## src/rtl/uart_tx_arbiter.sv

```systemverilog
// Shares one UART transmitter between a buffered echo path and a valid/ready
// message source, issuing a one-cycle start pulse per frame and following tx_ready.
module uart_tx_arbiter #(
  parameter int ECHO_DEPTH = 4
) (
  input  logic       clk,
  input  logic       rst,
  input  logic       SW,
  input  logic       rx_valid,
  input  logic [7:0] rx_word,
  input  logic       msg_valid,
  input  logic [7:0] msg_word,
  output logic       msg_ready,
  input  logic       tx_ready,
  output logic       tx_start,
  output logic [7:0] tx_word,
  output logic [7:0] word,
  output logic       grant_src,
  output logic       busy,
  output logic       overflow
);

  localparam int AW = $clog2(ECHO_DEPTH);

  typedef enum logic [1:0] {
    IDLE,
    ISSUE,
    WAIT_LOW,
    WAIT_HIGH
  } state_t;

  state_t state_reg, state_next;

  logic [AW:0] wr_ptr_reg, rd_ptr_reg;
  logic [7:0]  fifo_mem [ECHO_DEPTH];
  logic [7:0]  word_reg;
  logic        grant_src_reg;
  logic        overflow_reg;

  logic        fifo_empty, fifo_full;
  logic        echo_req, msg_req, pick_msg, grant;
  logic        pop, push, drop;
  logic [7:0]  fifo_head, grant_byte;

  // Extra pointer MSB separates the full and empty cases when the low bits match.
  assign fifo_empty = (wr_ptr_reg == rd_ptr_reg);
  assign fifo_full  = (wr_ptr_reg[AW] != rd_ptr_reg[AW]) &&
                      (wr_ptr_reg[AW-1:0] == rd_ptr_reg[AW-1:0]);
  assign fifo_head  = fifo_mem[rd_ptr_reg[AW-1:0]];

  assign echo_req = !fifo_empty;
  assign msg_req  = SW && msg_valid;
  // On a tie the source not served last wins; grant_src starts at echo.
  assign pick_msg = msg_req && (!echo_req || !grant_src_reg);
  assign grant    = (state_reg == IDLE) && tx_ready && (echo_req || msg_req);

  assign pop        = grant && !pick_msg;
  assign push       = rx_valid && (!fifo_full || pop);
  assign drop       = rx_valid && fifo_full && !pop;
  assign grant_byte = pick_msg ? msg_word : fifo_head;

  assign msg_ready = rst && grant && pick_msg;
  assign tx_start  = (state_reg == ISSUE);
  assign busy      = (state_reg != IDLE);
  assign tx_word   = word_reg;
  assign word      = word_reg;
  assign grant_src = grant_src_reg;
  assign overflow  = overflow_reg;

  always_comb begin
    state_next = state_reg;
    case (state_reg)
      IDLE:      if (grant) state_next = ISSUE;
      ISSUE:     state_next = WAIT_LOW;
      WAIT_LOW:  if (!tx_ready) state_next = WAIT_HIGH;
      WAIT_HIGH: if (tx_ready) state_next = IDLE;
      default:   state_next = IDLE;
    endcase
  end

  always_ff @(posedge clk or negedge rst) begin
    if (!rst) begin
      state_reg     <= IDLE;
      wr_ptr_reg    <= '0;
      rd_ptr_reg    <= '0;
      word_reg      <= 8'h00;
      grant_src_reg <= 1'b0;
      overflow_reg  <= 1'b0;
    end else begin
      state_reg <= state_next;
      if (push) wr_ptr_reg <= wr_ptr_reg + (AW+1)'(1);
      if (pop)  rd_ptr_reg <= rd_ptr_reg + (AW+1)'(1);
      if (grant) begin
        word_reg      <= grant_byte;
        grant_src_reg <= pick_msg;
      end
      if (drop) overflow_reg <= 1'b1;
    end
  end

  // Storage needs no reset; the pointers define which entries are live.
  always_ff @(posedge clk) begin
    if (push) fifo_mem[wr_ptr_reg[AW-1:0]] <= rx_word;
  end

endmodule

```

## config.mk

```make
export PLATFORM = sky130hd
export DESIGN_NAME = uart_tx_arbiter
export DESIGN_NICKNAME = d
export VERILOG_FILES = /design/src/rtl/uart_tx_arbiter.sv
export SDC_FILE = /design/constraint.sdc
export NUM_CORES = 1
export LEC_CHECK = 0
export ABC_AREA = 1
export CORE_UTILIZATION = 40
export CTS_BUF_LIST = sky130_fd_sc_hd__clkbuf_16
export CTS_CLUSTER_SIZE = 14
export DETAILED_ROUTE_END_ITERATION = 8
export GPL_ROUTABILITY_DRIVEN = 0
export SETUP_SLACK_MARGIN = 0.2
export SYNTH_ARGS = -nofsm -noshare
export SYNTH_HDL_FRONTEND = slang
export SYNTH_SLANG_ARGS = --single-unit
```

## constraint.sdc

```tcl
create_clock -name clk -period 4.2 [get_ports clk]
set_input_delay 0.84 -clock clk [delete_from_list [all_inputs] [get_ports clk]]
set_output_delay 0.84 -clock clk [all_outputs]
set_load 0.03 [all_outputs]
```

## Word level (Yosys, flattened, before mapping)

Memories as Yosys holds them, arrays and structs flattened.
Cells that the tools add are included.

- Register bits: 18
- Memories: 1
- Input bits: 22
- Bits in writable memories: 32

Memories:

| memory | depth | width | read ports | clocked after Yosys merged registers in | write ports | line | source |
|---|---|---|---|---|---|---|---|
| fifo_mem | 4 | 8 | 1 | 0 | 1 | 35 | `logic [7:0] fifo_mem [ECHO_DEPTH];` |

- Equal/unequal tests: 9
- Muxes and demuxes: 7
- Reduce and logical (&&, ||, !) cells: 22
- Add/subtract/negate cells: 2

Operators by type and width:

| operator | count |
|---|---|
| 1-bit logical AND | 11 |
| 8-bit 2-to-1 mux | 1 |
| 2-bit one-hot mux with 4 select lines | 1 |
| 3-bit by 1-bit adder with 3-bit output (second input constant) | 2 |
| 2-bit 2-to-1 mux | 3 |
| 2-bit != test (second input constant) | 3 |
| 1-bit zero test | 5 |
| 2-bit equality test (second input constant) | 2 |
| 3-bit equality test | 1 |
| 1-bit logical OR | 3 |
| 3-bit AND reduction | 1 |
| 2-bit by 1-bit equality test with 1-bit output (second input constant) | 1 |
| 2-bit equality test | 1 |
| 2-bit zero test | 1 |
| 1-bit 2-to-1 mux | 2 |
| 2-bit nonzero test | 1 |
| 1-bit != test | 1 |

## Longest topological paths before layout

Gate-level depths: netlist of run 1.

- Word-level depth: 9
- Mapped depth: 10
- Gate-level depth less buffers: 9

## Worst setup path after synthesis of run 1

No wires, ideal clock.

- Path kind: input port to output port
- From: in SW
- To: out msg_ready
- Arrival time: 1594 ps
- Path slack: 1766 ps
- Data required time: 3360 ps
- Stages: 4
- Cell sequence: nand2_1 -> inv_1 -> nand3_1 -> nor2_1

- Word-level cells in the longest chain between the ends: 5
- Elaborated cells on any way between the ends: 6
- Classes of those cells: reduce/logical (6)

Ends and longest elaborated chain:

| element | line | source |
|---|---|---|
| start, declared | 8 | `input logic SW,` |
| 1-bit logical AND * | 52 | `assign msg_req = SW && msg_valid;` |
| 1-bit logical OR | 55 | `assign grant = (state_reg == IDLE) && tx_ready && (echo_req \|\| msg_req);` |
| 1-bit logical AND | 55 |  |
| 1-bit logical AND | 62 | `assign msg_ready = rst && grant && pick_msg;` |
| 1-bit logical AND * | 62 |  |
| end, declared | 13 | `output logic msg_ready,` |

Mark *: on every way between the ends. The rest lies on a longest branch, timed or not.

## Worst setup path in the final report of run 1

- From: reg rd_ptr_reg[0]
- To: out msg_ready

- Word-level cells in the longest chain between the ends: 6
- Elaborated cells on any way between the ends: 8
- Classes of those cells: eq/ne (1); reduce/logical (7)

Ends and longest elaborated chain:

| element | line | source |
|---|---|---|
| start, declared | 34 | `logic [AW:0] wr_ptr_reg, rd_ptr_reg;` |
| start signal, assigned | 92 | `if (pop) rd_ptr_reg <= rd_ptr_reg + (AW+1)'(1);` |
| 3-bit equality test * | 46 | `assign fifo_empty = (wr_ptr_reg == rd_ptr_reg);` |
| 1-bit zero test | 51 | `assign echo_req = !fifo_empty;` |
| 1-bit logical OR | 55 |  |
| 1-bit logical AND | 55 |  |
| 1-bit logical AND | 62 |  |
| 1-bit logical AND * | 62 |  |

Marked as above.

==> results of run 1 <==
Yosys cell counts (2+ instances only):
master    instances
buf_2             2
edfxtp_1         32
nand3_1          15
buf_6             3
o22ai_1           8
inv_2             2
nand2_2           5
inv_1            14
o21ai_0          16
ha_1             10
dfrtp_1          18
buf_4             8
nand2_1          51
nand2_4           4
nor2_1           21
routing by layer:
layer	routed length, µm	part of all wire [%]	vias to the layer above	track usage, %
li1	-	-	802	-
met1	2130	49	730	21.2
met2	1910	44	45	23.9
met3	248	5.7	4	4.14
met4	42	0.97	0	6.00
met5	0	0	-	0
final cells by class:
class                           instances  area [µm²]  area share, %
Inverter                               19        82.6           2.82
Sequential cell                        50        1410           48.3
Timing Repair Buffer                   43         428           14.6
Multi-Input combinational cell        138         769           26.3
Clock inverter                          3        17.5          0.599
Tap cell                               72        90.1           3.08
Clock buffer                            5         125           4.28
path summary, 6_finish.rpt:
check / startpoint / depth (start not counted) / to / slack, ps
worst max-delay path: rd_ptr_reg[0] / 8 / msg_ready / 890
worst min register to register: overflow / 1 / overflow / 490
max in group asynchronous: rst / 2 / rd_ptr_reg[2] / 3110
min in group asynchronous: rst / 2 / state_reg[0] / 880
worst max register to register: rd_ptr_reg[0] / 8 / fifo_mem[0][5] / 1460
worst min-delay path: overflow / 1 / overflow / 490
logic make-up (layout without fill, tap and decap cells):
logic type / count (synthesis) / count (layout)
AND/OR/NAND/NOR: 98 / 98
flip-flops: 50 / 50
buffers and inverters: 32 / 70
AO/OA/AOI/OAI: 28 / 28
adder cells (fa/ha/maj): 10 / 10
XOR/XNOR: 1 / 1
multiplexers: 1 / 1
report_power, final:
group | switching (mW) | internal, mW | total [mW]
sequential | 0.127 | 0.682 | 0.809
clock | 0.172 | 0.219 | 0.391
combinational | 0.596 | 0.372 | 0.968
per-stage QoR:
stage / setup WS (ps) / instances / hold WS, ps
after global placement: 925 / 322 / 464
final: 890 / 330 / 488
after floorplan: 1770 / 220 / 462
after CTS: 879 / 330 / 486
after detailed placement: 897 / 322 / 468
after global routing: 725 / 330 / 534
critical path, delay by kind of cell, from the launching register on:
family	cells	cell delay, ps
buf+inv	2	880
flops	1	760
simple gates	6	550
==> impl_metrics.tcl, run 1 <==
set metrics [dict create \
    outcome "finished, final reports clean" \
    mostFrequentLayoutCells "nand2_1 (51), clkdlybuf4s50_1 (42), edfxtp_1 (32)" \
    drc 0 \
    maxSlewHeadroom_pct 41.4 \
    ioPinCount 43 \
    drive_gt1_share_pct 10.1 \
    hp-class "flop to flop" \
    tightest_slew_ps 875 \
    die_area_mm2 0.00623 \
    fmax_mhz 302 \
    synthArstFlopShare_pct 36.0 \
    synthSimpleGateAreaFrac_pct 18.8 \
    drtIter0Drc 86 \
    synth_top_family_by_area "simple AND/OR/NAND/NOR gates" \
    path_cells "clkinv_4 > nand2_4 > nand2_4 > nand3_4 > nand2_1 > nand3_1 > nor2_1 > clkdlybuf4s50_1" \
    die-height_um 78.9 \
    p_leak_nw 1.21 \
    rsz0062_at_grt "false" \
    skew_ps 3.44 \
    core_mm2 0.00561 \
    path_max_fanout 19 \
    clock-root-buffer "clkbuf_16" \
    synth-seq-cells 50 \
    ys_types 26 \
    dieWidth_um 78.9 \
    drt_pass1_iterations 4 \
    cpMostUsedCell "nand2_4" \
    design_area_mm2 0.00292 \
    cts_resized 0 \
    power.density_mw_per_mm2 741 \
    finalHoldViolCount 0 \
    clkLatencyLatePin_ps 280 \
    port_buffers 42 \
    start_util_pct 42.2 \
    grt_pass1_vias 1456 \
    hold_buffers 0 \
    finalSetupTns_ps 0 \
    final_common_cell "nand2_1" \
    yosys-top-cells-area "edfxtp_1 (41%), dfrtp_1 (19%), nand2_1 (8.1%)" \
    critPathCaptureType "output pin" \
    synthMuxAreaShare_pct 0.423 \
    period_minus_slack_ps 3310 \
    ant_nets 0 \
    yosysSeqAreaShare_pct 59.6 \
    vias_per_cell 4.79 \
    vias 1581 \
    max_stage_delay_ps 760 \
    largest_register_ffs 32 \
    drv_cap 0 \
    post_cts_buffers 0 \
    fill_cells 523 \
    track_usage_pct 15.6 \
    report.final.slew_viol_count 0 \
    syn_nets 252 \
    synth_edf_count 32 \
    grt_pass1_wl_um 7260 \
    syn2layout_area_growth_pct 23.5 \
    cts_tree "done" \
    synth-adder-area-share_pct 5.29 \
    syn_area_mm2 0.00237 \
    grt_antenna_before_repair 0 \
    cts_buffers 5 \
    place_area_mm2 0.00278 \
    final_util_pct 52.1 \
    wire_per_inst_um 13.1 \
    synthCells 220 \
    yosysWarnings 0 \
    crit_slowest_cell "dfrtp_1" \
    synth-main-ff-cell "edfxtp_1" \
    ir_drop_mv 0.289 \
    ctsHtreeMaxLevel 2 \
    rows 27 \
    worstPathArrival_ps 2470 \
    diodes 0 \
    synth.avg_cell_area_um2 10.8 \
    synth_top_area_share_pct 40.6 \
    clkTransAtPathRegs_ps 60 \
    cts_max_path_buffers 2 \
    required_ps 3360 \
    nNetsFinal 289 \
    cts.sink_count 50 \
    critical_path_class "flop to output pin" \
    total_power_mw 2.17 \
    dp_hpwl_um 3000 \
    routed_wl_um 4330 \
    synth_xor_area_share_pct 0.370 \
    gr-total-overflow 0 \
    synth_compound_area_share_pct 7.61 \
    synth_top_area_cell "edfxtp_1" \
    setup_viol 0 \
    grt_max_degree 20 \
    finalCritPeriodShare_pct 78.8 \
    startpoint_type "flop" \
]
Note: power is estimated with default switching activity, not from simulation.
==> inputs of run 2 (changes only) <==
--- a/config.mk
+++ b/config.mk
@@ -11,6 +11,7 @@
 export CTS_CLUSTER_SIZE = 14
 export DETAILED_ROUTE_END_ITERATION = 8
 export GPL_ROUTABILITY_DRIVEN = 0
+export PLACE_DENSITY = 0.66
 export SETUP_SLACK_MARGIN = 0.2
 export SYNTH_ARGS = -nofsm -noshare
 export SYNTH_HDL_FRONTEND = slang
==> constraint.sdc (replaced) <==
create_clock -name clk -period 3 [get_ports clk]
set_input_delay 0.6 -clock clk [delete_from_list [all_inputs] [get_ports clk]]
set_output_delay 0.6 -clock clk [all_outputs]
set_load 0.03 [all_outputs]
==> run 2 against run 1 <==
  * Via count rose by 0.82%
  * Flip-flop and latch count unchanged
  * Total power is 46% higher
  * Utilization grew 0.76 points
  * Sequential power is 36% higher
==> impl_metrics.tcl, run 2 (same netlist as run 1, synthesis figures left out) <==
set metrics [dict create \
    outcome "finished, final reports clean" \
    grt_pass1_wl_um 7530 \
    final_util_pct 52.9 \
    skew_ps 7.95 \
    hold_start "overflow" \
    largest_register_ffs 32 \
    fill_cells 519 \
    timing.rr.start "state_reg[0]" \
    design_area_mm2 0.00297 \
    rr_worst_depth 8 \
    rows 27 \
    ant_nets 0 \
    path_buf_inv 3 \
    p_leak_nw 1.23 \
    clkTransAtPathRegs_ps 70 \
    power.density_mw_per_mm2 1070 \
    dp_hpwl_um 3400 \
    cts.sink_count 50 \
    syn2layout_area_growth_pct 25.3 \
    wire_per_inst_um 13.9 \
    gr-total-overflow 0 \
    vias 1594 \
    critical_path_class "flop to output pin" \
    drive_gt1_share_pct 11.5 \
    reg2reg_slack_ps 820 \
    port_buffers 42 \
    grt_pass1_vias 1534 \
    startpoint_type "flop" \
    diodes 0 \
    rr_endpoint "fifo_mem[1][4]" \
    core_mm2 0.00561 \
    grt_use_met1_pct 20.6 \
    die-height_um 78.9 \
    finalCritPeriodShare_pct 78.5 \
    setup_viol 0 \
    whs_endpoint "overflow" \
    critPathCaptureType "output pin" \
    drc 0 \
    cpMostUsedCell "inv_1" \
    final_common_cell "nand2_1" \
    nNetsFinal 291 \
    crit_slowest_cell "clkdlybuf4s50_1" \
    drtIter0Drc 49 \
    routed_wl_um 4610 \
    fmax_mhz 425 \
    grtUsageMet2_pct 27.2 \
    worstPathArrival_ps 1750 \
    report.final.slew_viol_count 0 \
    busiest_layer "met2" \
    cts_tree "done" \
    die_area_mm2 0.00623 \
    use_met3_pct 3.79 \
    holdWs_ps 481 \
    grt_antenna_before_repair 0 \
    dieWidth_um 78.9 \
    cts_resized 0 \
    drv_cap 0 \
    fin_ws_ps 646 \
    rsz0062_at_grt "false" \
    grt_max_degree 19 \
    path_cells "inv_1 > ha_1 > inv_1 > clkdlybuf4s50_1" \
    clkLatencyLatePin_ps 290 \
    max_stage_delay_ps 660 \
    required_ps 2400 \
    crit_family "buffers and inverters" \
    hold_buffers 0 \
    track_usage_pct 16.4 \
    place_ws_ps 441 \
    multi_input_area_um2 769 \
    regArea_mm2 0.00141 \
    cts_max_path_buffers 2 \
    ir_drop_mv 0.438 \
    maxSlewHeadroom_pct 51.7 \
    finalHoldViolCount 0 \
    clock-root-buffer "clkbuf_16" \
    cts_buffers 5 \
    finalSetupTns_ps 0 \
    start_util_pct 42.2 \
    post_cts_buffers 0 \
    hold_depth 1 \
    drt_pass1_iterations 4 \
    mostFrequentLayoutCells "nand2_1 (51), clkdlybuf4s50_1 (41), edfxtp_1 (32)" \
    ioPinCount 43 \
    period_minus_slack_ps 2350 \
    hp-class "flop to flop" \
    vias_per_cell 4.80 \
    path_max_fanout 4 \
    place_area_mm2 0.00279 \
    ctsHtreeMaxLevel 2 \
    tightest_slew_ps 721 \
]
-- run 2: changes by cell type in the layout (fill, tap and decap cells not counted) --
| cell | before | now |
|---|---|---|
| inv_6 | 1 | 2 |
| inv_1 | 15 | 14 |
| inv_4 | 1 | 0 |
| clkinv_4 | 1 | 2 |
| clkinvlp_4 | 1 | 0 |
| buf_4 | 1 | 4 |
| bufinv_16 | 0 | 1 |
| clkdlybuf4s50_1 | 42 | 41 |
-- run 2: stage by stage --
stage	instances	power [mW]
after floorplan	220	2.15
after global placement	324	2.52
after detailed placement	324	2.55
after CTS	332	3.20
after global routing	332	3.38
final	332	3.17
-- run 2: how the worst max path moves through the flow --
stage | from | to | slack, ps | depth (start not counted)
global route | rd_ptr_reg[1] | msg_ready | 540 | 7
global placement | tx_ready | fifo_mem[1][1] | 510 | 7
detailed placement | tx_ready | fifo_mem[1][6] | 440 | 7
floorplan | state_reg[0] | msg_ready | 970 | 6
finish | state_reg[0] | busy | 650 | 4
CTS | state_reg[0] | busy | 630 | 4
-- run 2: area by class of cell --
cell class / instances / area share [%]
Sequential cell: 50 / 47.6
Multi-Input combinational cell: 138 / 25.9
Timing Repair Buffer: 45 / 14.8
Clock buffer: 5 / 4.22
Tap cell: 72 / 3.04
Inverter: 19 / 2.78
Clock inverter: 3 / 1.60
-- run 2: where the power goes --
part           switching, mW  total [mW]  internal (mW)
sequential             0.145        1.10          0.955
combinational          0.880        1.42          0.538
clock                  0.252       0.649          0.398
total                   1.28        3.17           1.89
-- run 2: routing by layer --
layer | vias to the layer above | wire (µm)
li1 | 798 | -
met1 | 752 | 2060
met2 | 38 | 2260
met3 | 6 | 210
met4 | 0 | 81
met5 | - | 0
==> inputs of run 3 (changes only) <==
--- a/config.mk
+++ b/config.mk
@@ -11,7 +11,6 @@
 export CTS_CLUSTER_SIZE = 14
 export DETAILED_ROUTE_END_ITERATION = 8
 export GPL_ROUTABILITY_DRIVEN = 0
-export PLACE_DENSITY = 0.66
 export SETUP_SLACK_MARGIN = 0.2
 export SYNTH_ARGS = -nofsm -noshare
 export SYNTH_HDL_FRONTEND = slang
==> constraint.sdc (replaced) <==
create_clock -name clk -period 2.21 [get_ports clk]
set_input_delay 0.442 -clock clk [delete_from_list [all_inputs] [get_ports clk]]
set_output_delay 0.442 -clock clk [all_outputs]
set_load 0.03 [all_outputs]
==> run 3 against run 2 <==
  * Total power is 41% higher
  * Worst setup slack worse by 380 ps
  * Critical endpoint is now msg_ready
  * Utilization is 2.5 points higher
  * Routed wire length is 3.6% lower
==> impl_metrics.tcl, run 3 (same netlist as run 1, synthesis figures left out) <==
set metrics [dict create \
    rsz0062_at_grt "false" \
    worstPathArrival_ps 1500 \
    switchingPower_mw 1.75 \
    power.density_mw_per_mm2 1440 \
    finalCritPeriodShare_pct 88.0 \
    critPathCaptureType "output pin" \
    clock-root-buffer "clkbuf_16" \
    tightest_slew_ps 322 \
    ctsHtreeMaxLevel 2 \
    largest_register_ffs 32 \
    pwr-share-clk_pct 19.4 \
    cts.sink_count 50 \
    crit_slowest_cell "dfrtp_1" \
    final_common_cell "nand2_1" \
    period_minus_slack_ps 1940 \
    routed_wl_um 4440 \
    startpoint_type "flop" \
    p_int_mw 2.72 \
    crit_family "flip-flops" \
    outcome "finished, final reports clean" \
    drv_cap 0 \
    drive_gt1_share_pct 20.4 \
    drt_pass1_iterations 4 \
    p_comb_share_pct 47.2 \
    die_area_mm2 0.00623 \
    cts_max_path_buffers 2 \
    skew_ps 3.57 \
    grt_pass1_vias 1499 \
    required_ps 1770 \
    gr-total-overflow 0 \
    finalHoldViolCount 0 \
    mostFrequentLayoutCells "nand2_1 (50), clkdlybuf4s50_1 (39), edfxtp_1 (32)" \
    dp_hpwl_um 3180 \
    setup_viol 0 \
    ioPinCount 43 \
    grt_antenna_before_repair 0 \
    ir_drop_mv 0.568 \
    diodes 0 \
    vias_per_cell 4.70 \
    nNetsFinal 306 \
    maxSlewHeadroom_pct 77.9 \
    finalSetupTns_ps 0 \
    p_seq_share_pct 33.4 \
    vias 1630 \
    max_stage_delay_ps 430 \
    critical_path_class "flop to output pin" \
    path_max_fanout 4 \
    switching_share_pct 39.1 \
    die-height_um 78.9 \
    core_mm2 0.00561 \
    drc 0 \
    cts_tree "done" \
    wire_per_inst_um 12.8 \
    ant_nets 0 \
    hp-class "flop to flop" \
    drtIter0Drc 69 \
    report.final.slew_viol_count 0 \
    clkLatencyLatePin_ps 290 \
    grt_pass1_wl_um 7380 \
    fin_ws_ps 265 \
    syn2layout_area_growth_pct 31.1 \
    clkTransAtPathRegs_ps 60 \
    path_cells "inv_2 > ha_4 > nand2_1 > clkinv_2 > nand3_2 > nor2_1 > buf_4" \
    rows 27 \
    port_buffers 42 \
    grt_max_degree 19 \
    cts_buffers 5 \
    path_buf_inv 3 \
    dieWidth_um 78.9 \
    place_ws_ps 178 \
    track_usage_pct 15.7 \
    p_leak_nw 1.30 \
    start_util_pct 42.2 \
    fmax_mhz 514 \
]
## run 3: cell type report
cell class                 instances  area [µm²]
clock buffer                       5         125
clock inverter                     3        47.5
fill                             491        2500
inverter                          19        82.6
multi-input combinational        138         790
sequential                        50        1420
tap                               72        90.1
timing repair buffer              60         554
## run 3: power by group through the flow
stage               registers [mW]  clock network (mW)  logic, mW
floorplan                     1.61                   0       1.31
detailed placement            1.51                   0       1.92
global route                  1.53               0.926       2.34
global placement              1.51                   0       1.91
finish                        1.49               0.865       2.11
CTS                           1.50               0.890       1.94
## run 3: metrics by stage
step / std cells / instance area (µm²) / utilization (%) / total power [mW] / hold slack, ps
2_1_floorplan: 220 / 2370 / - / 2.92 / 146
4_1_cts: 335 / 2990 / 53.4 / 4.33 / 485
3_3_place_gp: 326 / 2810 / 50.1 / 3.42 / 460
3_5_place_dp: 326 / 2810 / 50.1 / 3.44 / 467
5_1_grt: 347 / 3100 / 55.4 / 4.79 / 516
6_report: 347 / 3100 / 55.4 / 4.47 / 482
## run 3: metal layers
metal / part of all wire, % / vias to the layer above / global-route usage (%)
li1: - / 838 / -
met1: 49 / 739 / 22.4
met2: 44 / 49 / 23.1
met3: 6.3 / 4 / 5.17
met4: 0.99 / 0 / 3.82
met5: 0 / - / 0
## run 3: final timing paths
path / startpoint / end / slack, ps / cells past startpoint
min in group asynchronous: rst / overflow / 520 / 2
worst max-delay path: state_reg[1] / msg_ready / 270 / 7
worst min-delay path: overflow / overflow / 480 / 1
worst max register to register: rd_ptr_reg[0] / fifo_mem[3][5] / 430 / 9
worst min register to register: overflow / overflow / 480 / 1
max in group asynchronous: rst / rd_ptr_reg[1] / 1480 / 2
## run 3: what timing repair did
action	4_1_cts	5_1_grt
pin swaps	0	2
hold buffers	0	0
buffers inserted	1	12
setup endpoints to repair	3	1
resized for setup	5	11
## run 3: worst reg2reg max path: cells and delay by family (launching register included)
family                 cells  cell delay [ps]
buffers and inverters      3              530
flip-flops                 1              430
AND/OR/NAND/NOR            5              390
AO/OA/AOI/OAI              1               90
==> RTL change 1 (settings of run 2) <==
Re-encode `state_t` (4 states) as one-hot, 4 bits wide.
--- a/src/rtl/uart_tx_arbiter.sv
+++ b/src/rtl/uart_tx_arbiter.sv
@@ -22,11 +22,11 @@
 
   localparam int AW = $clog2(ECHO_DEPTH);
 
-  typedef enum logic [1:0] {
-    IDLE,
-    ISSUE,
-    WAIT_LOW,
-    WAIT_HIGH
+  typedef enum logic [3:0] {
+    IDLE      = 4'b0001,
+    ISSUE     = 4'b0010,
+    WAIT_LOW  = 4'b0100,
+    WAIT_HIGH = 4'b1000
   } state_t;
 
   state_t state_reg, state_next;
Check against the original RTL: same outputs for any inputs over 10 cycles, from zero or initial values and one cycle with rst low; not proved beyond that.
==> RTL change 1 against run 2 <==
- total power is 3.4% higher
- sequential share of layout area is 0.81 points lower
- worst setup slack worse by 0.060 ns
- die area is 7.9% higher
- sequential cell count is 2 higher
- synthesized area is 8.1% higher
- wire length is 1.0% lower
- synthesized cell count is 3.6% higher
- register-to-register slack better by 0.26 ns
- design area is 5.4% higher
- critical endpoint is now msg_ready
- largest cell class unchanged
==> RTL change 1: results <==
set metrics [dict create \
    power.leakage_nw 1.30 \
    cp-endpoint "msg_ready" \
    seq_share_pct 46.8 \
    r2r-end "state_reg[3]" \
    nNetsFinal 294 \
    ys_top_cells_by_area "edfxtp_1, dfrtp_1, nand2_2, o21ai_0, nand2_1" \
    grt_pass1_vias 1529 \
    worstPathArrival_ns 1.81 \
    fill_cells 551 \
    postRouteWirelength_um 4560 \
    r2r-start "rd_ptr_reg[1]" \
    layout-drive-gt1-share_pct 22.8 \
    multi_input_area_sq_um 866 \
    synth.distinct_cells 32 \
    use_met1_pct 21.9 \
    status "complete, no violations" \
    synth_compound_area_share_pct 7.48 \
    wl_met3_um 236 \
    grt_max_degree 21 \
    grt_util_met2_pct 22.0 \
    grtUsageTotal_pct 15.2 \
    synth_mux_area_share_pct 0 \
    multi_input_cells 140 \
    path_max_fanout 11 \
    startpoint "tx_ready" \
    tightest_slew_ns 0.648 \
    hold_ws_ns 0.470 \
    drt_iter0_markers 110 \
    synth-seq-cells 52 \
    synth_commonest_cells "edfxtp_1, nand2_1, nor2_1" \
    inv_count 21 \
    slowest_delay_ns 0.49 \
    r2r_slack_ns 1.08 \
    synth_nets 255 \
    wl_met2_um 2000 \
    yosys.area_share.xor_xnor_pct 0.342 \
]
[RTL change 1: changes by cell type in the layout (fill, tap and decap cells not counted), sizes merged, moves of 3 or more]
cell,delta
o21ai,+3
inv,+5
ha,-5
nor2,+5
nand2,-10
nand4,+9
[RTL change 1: through the flow]
stage | instance area [sq um] | worst slack, ns | power, mW | cells | util, %
6_report | 3130 | 0.586 | 3.27 | 343 | 51.6
5_1_grt | 3130 | 0.452 | 3.52 | 343 | 51.6
4_1_cts | 3130 | 0.585 | 3.31 | 343 | 51.6
3_5_place_dp | 2970 | 0.593 | 2.71 | 335 | 49.1
3_3_place_gp | 2970 | 0.593 | 2.68 | 335 | 49.1
2_1_floorplan | 2560 | 0.861 | 2.37 | 228 | -
[RTL change 1: power by group through the flow]
stage	clock, mW	combinational, mW	sequential [mW]
6_report	0.587	1.53	1.16
5_1_grt	0.639	1.70	1.18
4_1_cts	0.608	1.55	1.16
3_5_place_dp	0	1.54	1.17
3_3_place_gp	0	1.51	1.17
2_1_floorplan	0	1.14	1.23
==> RTL change 2 (settings of run 2) <==
Without the edit above. Set the parameter `ECHO_DEPTH` to 2 (it was 4).
--- a/src/rtl/uart_tx_arbiter.sv
+++ b/src/rtl/uart_tx_arbiter.sv
@@ -1,7 +1,7 @@
 // Shares one UART transmitter between a buffered echo path and a valid/ready
 // message source, issuing a one-cycle start pulse per frame and following tx_ready.
 module uart_tx_arbiter #(
-  parameter int ECHO_DEPTH = 4
+  parameter int ECHO_DEPTH = 2
 ) (
   input  logic       clk,
   input  logic       rst,
Function: changed (a bounded check fails within 4 cycles, from zero or initial values and one cycle with rst low).
==> RTL change 2 against run 2 <==
- register-to-register slack gained 0.02 ns
- wire length decreased by 36%
- via count down 28%
- synthesized area down 34%
- worst setup slack lost 0.17 ns
- sequential cell count down 18
- clock skew is 0.0025 ns lower
- sequential power fell by 31%
- die area is 34% lower
- total power down 27%
- design area decreased by 29%
- critical path type unchanged
- critical endpoint is now msg_ready
- largest power group unchanged
==> RTL change 2: results <==
set metrics [dict create \
    gr-usage-met3_pct 5.00 \
    cp_top_family "simple AND/OR/NAND/NOR gates" \
    drt_iter0_markers 55 \
    synth_nets 186 \
    path_max_fanout 11 \
    grtUsageTotal_pct 16.7 \
    synth_top_area_share_pct 31.0 \
    fill_cells 345 \
    layout-drive-gt1-share_pct 12.4 \
    hold_ws_ns 0.469 \
    use_met1_pct 21.0 \
    r2r_slack_ns 0.84 \
    dr_total_vias 1152 \
    grt_util_met2_pct 25.9 \
    synth.yosys.seq_area_share_pct 56.8 \
    ir_drop_mv 0.521 \
    r2r-start "rd_ptr_reg[0]" \
    slowest_delay_ns 0.54 \
    async_reset_ff_share_pct 50.0 \
    power.leakage_nw 0.969 \
    nNetsFinal 226 \
    synth_commonest_cells "nand2_1, dfrtp_1, edfxtp_1" \
    grt_pass1_wl_um 5020 \
    synth_edf_count 16 \
    skew_ns 0.00541 \
    largest_reg_flops 16 \
    status "complete, no violations" \
]
==> RTL change 2: area by class of cell <==
cell class              instances  area, sq um  area share (%)
well taps                      48         60.1            2.85
clock inverters                 3         23.8            1.13
multi-input cells             103          539            25.5
flip-flops and latches         32          881            41.7
repair buffers                 43          425            20.2
clock buffers                   5          125            5.93
inverters                      15         56.3            2.67
==> RTL change 2: power by group through the flow <==
stage | Clock, mW | Sequential, mW | Combinational, mW
2_1_floorplan | 0 | 0.829 | 0.715
3_3_place_gp | 0 | 0.752 | 1.06
3_5_place_dp | 0 | 0.762 | 1.08
4_1_cts | 0.504 | 0.756 | 1.09
5_1_grt | 0.526 | 0.777 | 1.18
6_report | 0.494 | 0.754 | 1.07
==> RTL change 2: kinds of logic after synthesis <==
group | after synthesis | synth area share, %
compound gates | 5 | 3.55
xor+xnor | 1 | 0.565
fa+ha+maj | 4 | 3.23
buf+inv | 25 | 8.47
flops | 32 | 56.8
mux | 1 | 0.645
simple gates | 92 | 26.8
==> RTL change 2: worst max-delay path by stage <==
stage,to,cells after the start,start
after floorplan,msg_ready,6,state_reg[0]
after global placement,msg_ready,6,SW
after detailed placement,msg_ready,6,msg_valid
after CTS,msg_ready,8,rd_ptr_reg[0]
after global routing,msg_ready,8,rd_ptr_reg[0]
final,msg_ready,8,rd_ptr_reg[0]
==> RTL change 2: per-layer routing <==
metal,share of wire [%],up-vias
met3,4.6,6
met4,2.0,0
met1,47,536
li1,-,582
met2,46,28
met5,0,-
==> RTL change 2: per-stage QoR <==
step / area [sq um] / instances / setup WS, ns
4_1_cts: 2110 / 249 / 0.461
2_1_floorplan: 1550 / 160 / 0.992
3_3_place_gp: 1960 / 241 / 0.747
5_1_grt: 2110 / 249 / 0.307
6_report: 2110 / 249 / 0.473
3_5_place_dp: 1960 / 241 / 0.717
